$ cat src/rtl/collatz_range_mp_if.sv
// ---------------------------------------------------------------------------
// collatz_range_mp_if
// Host-side bus of the multi-engine Collatz range tester.
//   go         host -> block  start a run (only honoured while idle)
//   start      host -> block  first value of the range
//   len        host -> block  number of values (0 or > RAM depth = full RAM)
//   rd_addr    host -> block  result RAM read address
//   busy       block -> host  run in progress
//   done       block -> host  one-cycle pulse once the last result is stored
//   rd_data    block -> host  registered result RAM read data
//   max_count  block -> host  largest step count stored this run
//   max_index  block -> host  offset from start of max_count
//   ovf        block -> host  sticky overflow/saturation flag for this run
// ---------------------------------------------------------------------------
interface collatz_range_mp_if #(
    parameter int N_WIDTH       = 32,
    parameter int COUNT_WIDTH   = 16,
    parameter int RAM_ADDR_BITS = 4
);
    logic                     go;
    logic [N_WIDTH-1:0]       start;
    logic [RAM_ADDR_BITS:0]   len;
    logic [RAM_ADDR_BITS-1:0] rd_addr;
    logic                     busy;
    logic                     done;
    logic [COUNT_WIDTH-1:0]   rd_data;
    logic [COUNT_WIDTH-1:0]   max_count;
    logic [RAM_ADDR_BITS-1:0] max_index;
    logic                     ovf;

    modport master (
        output go, start, len, rd_addr,
        input  busy, done, rd_data, max_count, max_index, ovf
    );

    modport slave (
        input  go, start, len, rd_addr,
        output busy, done, rd_data, max_count, max_index, ovf
    );
endinterface

$ cat src/rtl/collatz_range_mp.sv
// ---------------------------------------------------------------------------
// collatz_range_mp
// Multi-engine Collatz range tester. On go, the step counts of len
// consecutive start values are computed by NUM_ENGINES parallel iterators
// and stored in a result RAM that the host reads back by address. The
// running maximum, its index and a sticky overflow flag are kept per run.
//   clk    clock, all state on posedge
//   rst_n  asynchronous active-low reset
//   bus    collatz_range_mp_if slave modport (go/start/len/rd_addr in;
//          busy/done/rd_data/max_count/max_index/ovf out)
// ---------------------------------------------------------------------------
module collatz_range_mp #(
    parameter int N_WIDTH       = 32,
    parameter int COUNT_WIDTH   = 16,
    parameter int RAM_WORDS     = 16,
    parameter int RAM_ADDR_BITS = 4,
    parameter int NUM_ENGINES   = 2
) (
    input  logic               clk,
    input  logic               rst_n,
    collatz_range_mp_if.slave  bus
);

    localparam int NW = N_WIDTH + 2;   // iterator register width
    localparam int TW = N_WIDTH + 4;   // wide enough to hold 3n+1 of an NW value
    localparam int LW = RAM_ADDR_BITS + 1;
    localparam logic [LW-1:0]          FULL_LEN = LW'(RAM_WORDS);
    localparam logic [COUNT_WIDTH-1:0] CNT_MAX  = '1;

    typedef enum logic [1:0] {S_IDLE, S_RUN, S_FLUSH} state_t;

    function automatic logic [COUNT_WIDTH-1:0] sat_inc(input logic [COUNT_WIDTH-1:0] c);
        return (c == CNT_MAX) ? CNT_MAX : c + 1'b1;
    endfunction

    function automatic logic [LW-1:0] eff_len(input logic [LW-1:0] l);
        return ((l == '0) || (l > FULL_LEN)) ? FULL_LEN : l;
    endfunction

    // run control
    state_t                   state;
    logic [N_WIDTH-1:0]       start_q;
    logic [LW-1:0]            len_q;
    logic [LW-1:0]            next_idx;
    logic [LW-1:0]            wr_count;
    logic                     busy_q;
    logic                     done_q;
    logic                     ovf_q;
    logic [COUNT_WIDTH-1:0]   max_count_q;
    logic [RAM_ADDR_BITS-1:0] max_index_q;
    logic [COUNT_WIDTH-1:0]   rd_data_q;

    logic [COUNT_WIDTH-1:0]   mem [RAM_WORDS];

    // engines: act = iterating, fin = holding a result awaiting the write port
    logic [NUM_ENGINES-1:0]   eng_act;
    logic [NUM_ENGINES-1:0]   eng_fin;
    logic [NUM_ENGINES-1:0]   eng_ovf;
    logic [NW-1:0]            eng_n   [NUM_ENGINES];
    logic [COUNT_WIDTH-1:0]   eng_cnt [NUM_ENGINES];
    logic [RAM_ADDR_BITS-1:0] eng_tag [NUM_ENGINES];

    logic [NUM_ENGINES-1:0]   idle_v;
    logic [NUM_ENGINES-1:0]   disp_gnt;
    logic [NUM_ENGINES-1:0]   wr_gnt;
    logic [NUM_ENGINES-1:0]   step_end;
    logic [NUM_ENGINES-1:0]   step_ovf;
    logic [TW-1:0]            trip [NUM_ENGINES];
    logic                     disp_en;
    logic [N_WIDTH-1:0]       disp_val;
    logic                     wr_en;
    logic [COUNT_WIDTH-1:0]   wr_cnt;
    logic [RAM_ADDR_BITS-1:0] wr_tag;
    logic                     wr_ovf;

    always_comb begin
        idle_v   = ~(eng_act | eng_fin);
        disp_en  = (state == S_RUN) && (next_idx < len_q) && (|idle_v);
        // isolate the lowest set bit: lowest-numbered engine wins
        disp_gnt = disp_en ? (idle_v & (~idle_v + 1'b1)) : '0;
        wr_gnt   = eng_fin & (~eng_fin + 1'b1);
        wr_en    = |eng_fin;
        disp_val = start_q + N_WIDTH'(next_idx);   // wraps mod 2^N_WIDTH
        wr_cnt   = '0;
        wr_tag   = '0;
        wr_ovf   = 1'b0;
        for (int e = 0; e < NUM_ENGINES; e++) begin
            trip[e]     = ({2'b00, eng_n[e]} << 1) + {2'b00, eng_n[e]} + TW'(1);
            // 0 and 1 both terminate, so an input of 0 cannot loop forever
            step_end[e] = eng_act[e] && (eng_n[e] <= NW'(1));
            step_ovf[e] = eng_act[e] && !step_end[e] && eng_n[e][0] &&
                          (trip[e][TW-1:TW-2] != 2'b00);
            if (wr_gnt[e]) begin
                wr_cnt = eng_cnt[e];
                wr_tag = eng_tag[e];
                wr_ovf = eng_ovf[e];
            end
        end
    end

    // engine control flags
    always_ff @(posedge clk or negedge rst_n) begin
        if (!rst_n) begin
            eng_act <= '0;
            eng_fin <= '0;
        end else begin
            for (int e = 0; e < NUM_ENGINES; e++) begin
                if (disp_gnt[e]) begin
                    eng_act[e] <= 1'b1;
                end else if (step_end[e] || step_ovf[e]) begin
                    eng_act[e] <= 1'b0;
                    eng_fin[e] <= 1'b1;
                end
                // the granted engine is idle again next cycle
                if (wr_gnt[e]) begin
                    eng_fin[e] <= 1'b0;
                end
            end
        end
    end

    // engine datapath
    always_ff @(posedge clk) begin
        for (int e = 0; e < NUM_ENGINES; e++) begin
            if (disp_gnt[e]) begin
                eng_n[e]   <= {2'b00, disp_val};
                eng_cnt[e] <= '0;
                eng_tag[e] <= next_idx[RAM_ADDR_BITS-1:0];
                eng_ovf[e] <= 1'b0;
            end else if (eng_act[e] && !step_end[e]) begin
                if (step_ovf[e]) begin
                    eng_cnt[e] <= CNT_MAX;
                    eng_ovf[e] <= 1'b1;
                end else begin
                    eng_n[e]   <= eng_n[e][0] ? trip[e][NW-1:0] : (eng_n[e] >> 1);
                    eng_cnt[e] <= sat_inc(eng_cnt[e]);
                    if (eng_cnt[e] == CNT_MAX) begin
                        eng_ovf[e] <= 1'b1;
                    end
                end
            end
        end
    end

    always_ff @(posedge clk) begin
        if (state == S_IDLE && bus.go) begin
            start_q <= bus.start;
        end
    end

    // result RAM: one write port, one registered read port (old data on collision)
    always_ff @(posedge clk) begin
        if (wr_en) begin
            mem[wr_tag] <= wr_cnt;
        end
    end

    always_ff @(posedge clk or negedge rst_n) begin
        if (!rst_n) begin
            rd_data_q <= '0;
        end else begin
            rd_data_q <= mem[bus.rd_addr];
        end
    end

    // run FSM, write bookkeeping and max tracking
    always_ff @(posedge clk or negedge rst_n) begin
        if (!rst_n) begin
            state       <= S_IDLE;
            len_q       <= '0;
            next_idx    <= '0;
            wr_count    <= '0;
            busy_q      <= 1'b0;
            done_q      <= 1'b0;
            ovf_q       <= 1'b0;
            max_count_q <= '0;
            max_index_q <= '0;
        end else begin
            done_q <= 1'b0;
            if (wr_en && state != S_IDLE) begin
                wr_count <= wr_count + 1'b1;
                // strict compare: on a tie the earlier write is kept
                if (wr_cnt > max_count_q) begin
                    max_count_q <= wr_cnt;
                    max_index_q <= wr_tag;
                end
                if (wr_ovf) begin
                    ovf_q <= 1'b1;
                end
            end
            case (state)
                S_IDLE: begin
                    if (bus.go) begin
                        len_q       <= eff_len(bus.len);
                        next_idx    <= '0;
                        wr_count    <= '0;
                        max_count_q <= '0;
                        max_index_q <= '0;
                        ovf_q       <= 1'b0;
                        busy_q      <= 1'b1;
                        state       <= S_RUN;
                    end
                end
                S_RUN: begin
                    if (disp_en) begin
                        next_idx <= next_idx + 1'b1;
                    end
                    if (next_idx == len_q) begin
                        state <= S_FLUSH;
                    end
                end
                S_FLUSH: begin
                    if (eng_act == '0 && eng_fin == '0 && wr_count == len_q) begin
                        done_q <= 1'b1;
                        busy_q <= 1'b0;
                        state  <= S_IDLE;
                    end
                end
                default: state <= S_IDLE;
            endcase
        end
    end

    assign bus.busy      = busy_q;
    assign bus.done      = done_q;
    assign bus.rd_data   = rd_data_q;
    assign bus.max_count = max_count_q;
    assign bus.max_index = max_index_q;
    assign bus.ovf       = ovf_q;

endmodule

$ cat src/flat_wrapper.sv
// flat-port wrapper written by rule: the top's interface ports become plain ports
module collatz_range_mp_flat 
#(
    parameter int N_WIDTH       = 32,
    parameter int COUNT_WIDTH   = 16,
    parameter int RAM_WORDS     = 16,
    parameter int RAM_ADDR_BITS = 4,
    parameter int NUM_ENGINES   = 2
)
  (clk, rst_n, bus_go, bus_start, bus_len, bus_rd_addr, bus_busy, bus_done, bus_rd_data, bus_max_count, bus_max_index, bus_ovf);
  collatz_range_mp_if #(.N_WIDTH(N_WIDTH), .COUNT_WIDTH(COUNT_WIDTH), .RAM_ADDR_BITS(RAM_ADDR_BITS)) bus_i ();
  input  logic clk;
  input  logic rst_n;
  input wire logic [$bits(bus_i.go)-1:0] bus_go;
  input wire logic [$bits(bus_i.start)-1:0] bus_start;
  input wire logic [$bits(bus_i.len)-1:0] bus_len;
  input wire logic [$bits(bus_i.rd_addr)-1:0] bus_rd_addr;
  output wire logic [$bits(bus_i.busy)-1:0] bus_busy;
  output wire logic [$bits(bus_i.done)-1:0] bus_done;
  output wire logic [$bits(bus_i.rd_data)-1:0] bus_rd_data;
  output wire logic [$bits(bus_i.max_count)-1:0] bus_max_count;
  output wire logic [$bits(bus_i.max_index)-1:0] bus_max_index;
  output wire logic [$bits(bus_i.ovf)-1:0] bus_ovf;
  assign bus_i.go = bus_go;
  assign bus_i.start = bus_start;
  assign bus_i.len = bus_len;
  assign bus_i.rd_addr = bus_rd_addr;
  assign bus_busy = bus_i.busy;
  assign bus_done = bus_i.done;
  assign bus_rd_data = bus_i.rd_data;
  assign bus_max_count = bus_i.max_count;
  assign bus_max_index = bus_i.max_index;
  assign bus_ovf = bus_i.ovf;
  collatz_range_mp #(.N_WIDTH(N_WIDTH), .COUNT_WIDTH(COUNT_WIDTH), .RAM_WORDS(RAM_WORDS), .RAM_ADDR_BITS(RAM_ADDR_BITS), .NUM_ENGINES(NUM_ENGINES)) u_core (.clk(clk), .rst_n(rst_n), .bus(bus_i));
endmodule
$ cat config.mk
export PLATFORM = sky130hd
export DESIGN_NAME = collatz_range_mp_flat
export DESIGN_NICKNAME = d
export VERILOG_FILES = /design/src/rtl/collatz_range_mp_if.sv /design/src/rtl/collatz_range_mp.sv /design/src/flat_wrapper.sv
export SDC_FILE = /design/constraint.sdc
export NUM_CORES = 1
export LEC_CHECK = 0
export ABC_CLOCK_PERIOD_IN_PS = 4800
export CAP_MARGIN = 20
export CORE_MARGIN = 2
export CORE_UTILIZATION = 61
export CTS_BUF_LIST = sky130_fd_sc_hd__clkbuf_16
export CTS_CLUSTER_SIZE = 14
export DETAILED_ROUTE_END_ITERATION = 10
export PLACE_DENSITY = 0.79
export SYNTH_ARGS = -nofsm -noshare
export SYNTH_HDL_FRONTEND = slang
export SYNTH_SLANG_ARGS = --single-unit
$ cat constraint.sdc
create_clock -name clk -period 4.8 [get_ports clk]
set_input_delay 0.48 -clock clk [delete_from_list [all_inputs] [get_ports clk]]
set_output_delay 0.48 -clock clk [all_outputs]
set_load 0.01 [all_outputs]
==> results.txt <==
----------------------------------------------------
[Status]
  Run status ... completed

[Clock tree]
  TritonCTS buffer count ... 47
  Max Root-Sink Buffers ... 3
  Buffer cell driving the clock tree root ... clkbuf_16
  Setup Fix Bufs, Post-CTS ... 0
  Cells resized by post-CTS repair ... 0
  Clock sink total ... ~460
  Clock latency on the worst-skew pair ... approximately 0.6 ns
  CTS Hold Bufs ... 0
  Clock tree from TritonCTS ... built
  Number of H-tree branching levels ... 2
  CTS clk-pin slew, worst paths ... ~0.06 ns

[Setup path]
  Data arrival, critical path ... around 4.7 ns
  Crit path cell chain ... buf_4 > nor2b_1 > buf_4 > a22o_1 > ha_1 > nand4_1 > nor3_1 > a221oi_1 > o2111a_1 > nor3_1 > nor3_1
  Most common cell on crit path ... nor3_1
  Endpoint required time on the critical path ... 5.29 ns
  Type of the worst setup path ... reg2reg
  Worst-path cell with the longest stage delay ... o2111a_1
  Endpoint kind of the worst setup timing path ... flop
  Worst setup SP type ... flop
  Reg2reg path depth ... 11
  Worst reg2reg path endpoint ... u_core.bus.max_count[0]
  Source of the worst register-to-register timing path ... u_core.eng_fin[0]
  R2R Setup Slk ... 0.64 ns
  Critical path peak fanout ... 31
  Max stage delay on crit path ... ~0.80 ns

[Placement]
  Final GP Congestion ... 0.973
  Detail Placement HPWL ... around 43 mm
  Port-buffer cells ... 82
  Cell count after placement ... 2622
  Placed Area ... 26600 µm²

[Synth]
  Part of the Yosys area used for sequential elements ... about 54%
  Number of nets in the synthesized netlist ... 2244
  Fraction of registers with async set/reset ... about an eighth
  Synth Flop Type ... edfxtp_1
  Number of synthesized register bits ... approximately 460
  Gate Count Post-Synth ... between 2000 and 2500
  Number of flops mapped to enable cells by yosys ... 396
  Synthesized area per cell ... between 10 and 15 µm²
  Number of different library cells in the post-synthesis netlist ... 78
  Count of synthesis-stage warnings from yosys ... 0
  Synthesized cell area ... 25100 µm²

[Global route]
  Via count of the first global-routing pass ... about 17000
  Number of antenna violations at the first check in global routing ... 0
  Remaining global-route overflow ... 0
  All-Layer GR Usage ... ~30%
  Wire length of the first global-routing pass ... approximately 97 mm
  Pin count of the biggest net entering global routing ... 65

[Final layout]
  Share of cells above drive strength 1 ... between 10% and 20%
  Final std cells w/o fill ... about 2700
  Fill cell count ... between 2000 and 3000
  Final antenna diode count ... 0
  Number of nets at the end of the flow ... between 2000 and 2500
  Final cell area excluding filler cells ... roughly 28000 µm²
  Commonest cells after routing, fill and taps aside ... edfxtp_1 (396), ha_1 (159), nand2_1 (154), inv_1 (141), a21oi_1 (116)
  Most frequent standard cell in the layout excluding fill and tap cells ... edfxtp_1
  Area growth, synth to finish ... 12.3%

[Floorplanning]
  Number of top-level pins ... 83
  Site row count ... between 70 and 80
  Vertical die dimension ... just over 200 µm
  Area of the core region ... ~41000 µm²
  Die area ... 42700 µm²
  Initial Util ... between 60% and 70%
  Chip width ... approximately 210 µm

[STA]
  Fin Setup TNS ... 0 ns
  Max-slew headroom at the worst pin ... between 20% and 30%
  Clock skew after layout ... about 0.017 ns
  Post-layout minimum cycle time ... between 4 and 5 ns
  FMAX ... roughly 240 MHz
  Final period utilization ... ~87%
  Number of setup violations in the final report ... 0
  Pin slew with the least headroom to its limit ... approximately 1.1 ns
  Post-route worst hold slack ... between 0.1 and 0.15 ns
  RSZ-0062 raised after global routing ... false
  Max-slew violations ... 0
  Hold Vio Cnt, Final ... 0

[Power]
  VDD IR max ... 0.000564 V
  Pwr per Cell Area ... around 750 nW/µm²
  Leakage ... about 11 nW
  Overall Power ... 21.2 mW

[Detailed routing]
  Met3 Wirelength ... around 3.7 mm
  Met1 routed wirelength after detailed routing ... approximately 25 mm
  Vias ... between 15000 and 20000
  Uppermost routed layer ... met4
  1st-pass router iterations ... 6
  Via-per-instance ratio ... approximately 6.4
  DRC Markers ... 0
  Initial drt markers ... between 1500 and 2000
  Routed wl met2 ... 31.9 mm
  Final routed wire length divided by cell count ... 23.2 µm
  Remaining antenna violation count after routing ... 0
  Wire length reported by the detailed router ... approximately 63 mm

[Flow run]
  Max Cap Violations ... 0

[Min path]
  Path category of the worst min-delay check ... in2async

----------------------------------------------------
-- worst max-delay path: cells and delay by family (launching register included) --
| kind | cells | cell delay [ns] |
|---|---|---|
| adder cells (fa/ha/maj) | 1 | 0.38 |
| buffers and inverters | 2 | 0.54 |
| AO/OA/AOI/OAI | 3 | 1.97 |
| flip-flops | 1 | 0.36 |
| AND/OR/NAND/NOR | 5 | 0.76 |
-- final cells by class --
cell class	count	area [µm²]	area share, %
well taps	532	666	2.37
inverters	131	492	1.75
repair buffers	130	1170	4.15
clock inverters	41	349	1.24
flip-flops and latches	458	13400	47.8
clock buffers	47	1180	4.18
multi-input cells	1371	10800	38.6
-- cell families after synthesis --
group | share of synthesized area, %
flip-flops | 53.6
AO/OA/AOI/OAI | 11.5
multiplexers | 9.67
adder cells (fa/ha/maj) | 8.18
XOR/XNOR | 3.81
buffers and inverters | 3.21
AND/OR/NAND/NOR | 10.0
-- registers in the layout, indices dropped and copies added, names as in the netlist, 8 cells and up, named ones only --
signal and cells:
u_core.eng_cnt 32, u_core.mem 256, u_core.eng_tag 8, u_core.eng_n 66, u_core.bus.rd_data 16, u_core.start_q 32, u_core.bus.max_count 16
-- routing by layer --
layer / global-route usage [%] / vias to the layer above
li1: - / 7914
met1: 37.6 / 8506
met2: 52.4 / 691
met3: 4.36 / 135
met4: 12.2 / 0
met5: 0 / -
-- Yosys cell counts, types with 5 or more instances --
library cell	number	area share, %
a211oi_1	16	0.48
a21boi_0	9	0.27
a21o_1	32	0.96
a21oi_1	116	2.3
a22o_1	19	0.66
a22oi_1	6	0.18
a31oi_1	24	0.60
and2_1	9	0.22
and3_1	16	0.40
and4_1	5	0.17
buf_1	12	0.18
buf_2	7	0.14
clkbuf_1	57	0.85
dfrtp_1	60	6.0
edfxtp_1	396	47
ha_1	159	7.9
inv_1	129	1.9
mux2_4	5	0.30
mux2i_1	49	2.0
mux4_2	80	7.2
nand2_1	154	2.3
nand2b_1	17	0.42
nand3_1	53	1.1
nand3b_1	8	0.24
nand4_1	37	0.92
nor2_1	103	1.5
nor2b_1	15	0.37
nor3_1	68	1.4
nor4_1	9	0.22
o211ai_1	9	0.27
o21a_1	22	0.66
o21ai_0	103	2.1
o21bai_1	14	0.42
o221ai_1	18	0.63
or2_2	6	0.15
or3_1	11	0.27
xnor2_1	51	1.8
xor2_1	58	2.0
-- stage by stage --
step	setup slack, ns	utilization, %
after floorplan	0.651	-
after global placement	0.902	65.5
after detailed placement	0.841	65.5
after CTS	0.738	69.2
after global routing	0.354	69.2
final	0.641	69.2
-- where the power goes --
| group | switching (mW) | internal (mW) |
|---|---|---|
| Sequential | 0.839 | 6.06 |
| Clock | 1.56 | 2.02 |
| Combinational | 6.55 | 4.16 |
-- worst max-delay path by stage --
stage | startpoint | end | slack (ns) | depth (start not counted)
2_1_floorplan | u_core.eng_n[1][0] | u_core.eng_n[1][0] | 0.65 | 12
3_3_place_gp | u_core.eng_n[0][0] | u_core.eng_n[0][15] | 0.90 | 12
3_5_place_dp | flop | u_core.eng_n[0][14] | 0.84 | 12
4_1_cts | u_core.eng_fin[0] | u_core.bus.max_count[8] | 0.74 | 11
5_1_grt | u_core.eng_fin[0] | u_core.bus.max_count[0] | 0.35 | 11
6_report | u_core.eng_fin[0] | u_core.bus.max_count[0] | 0.64 | 11
Note: power is estimated with default switching activity, not from simulation.
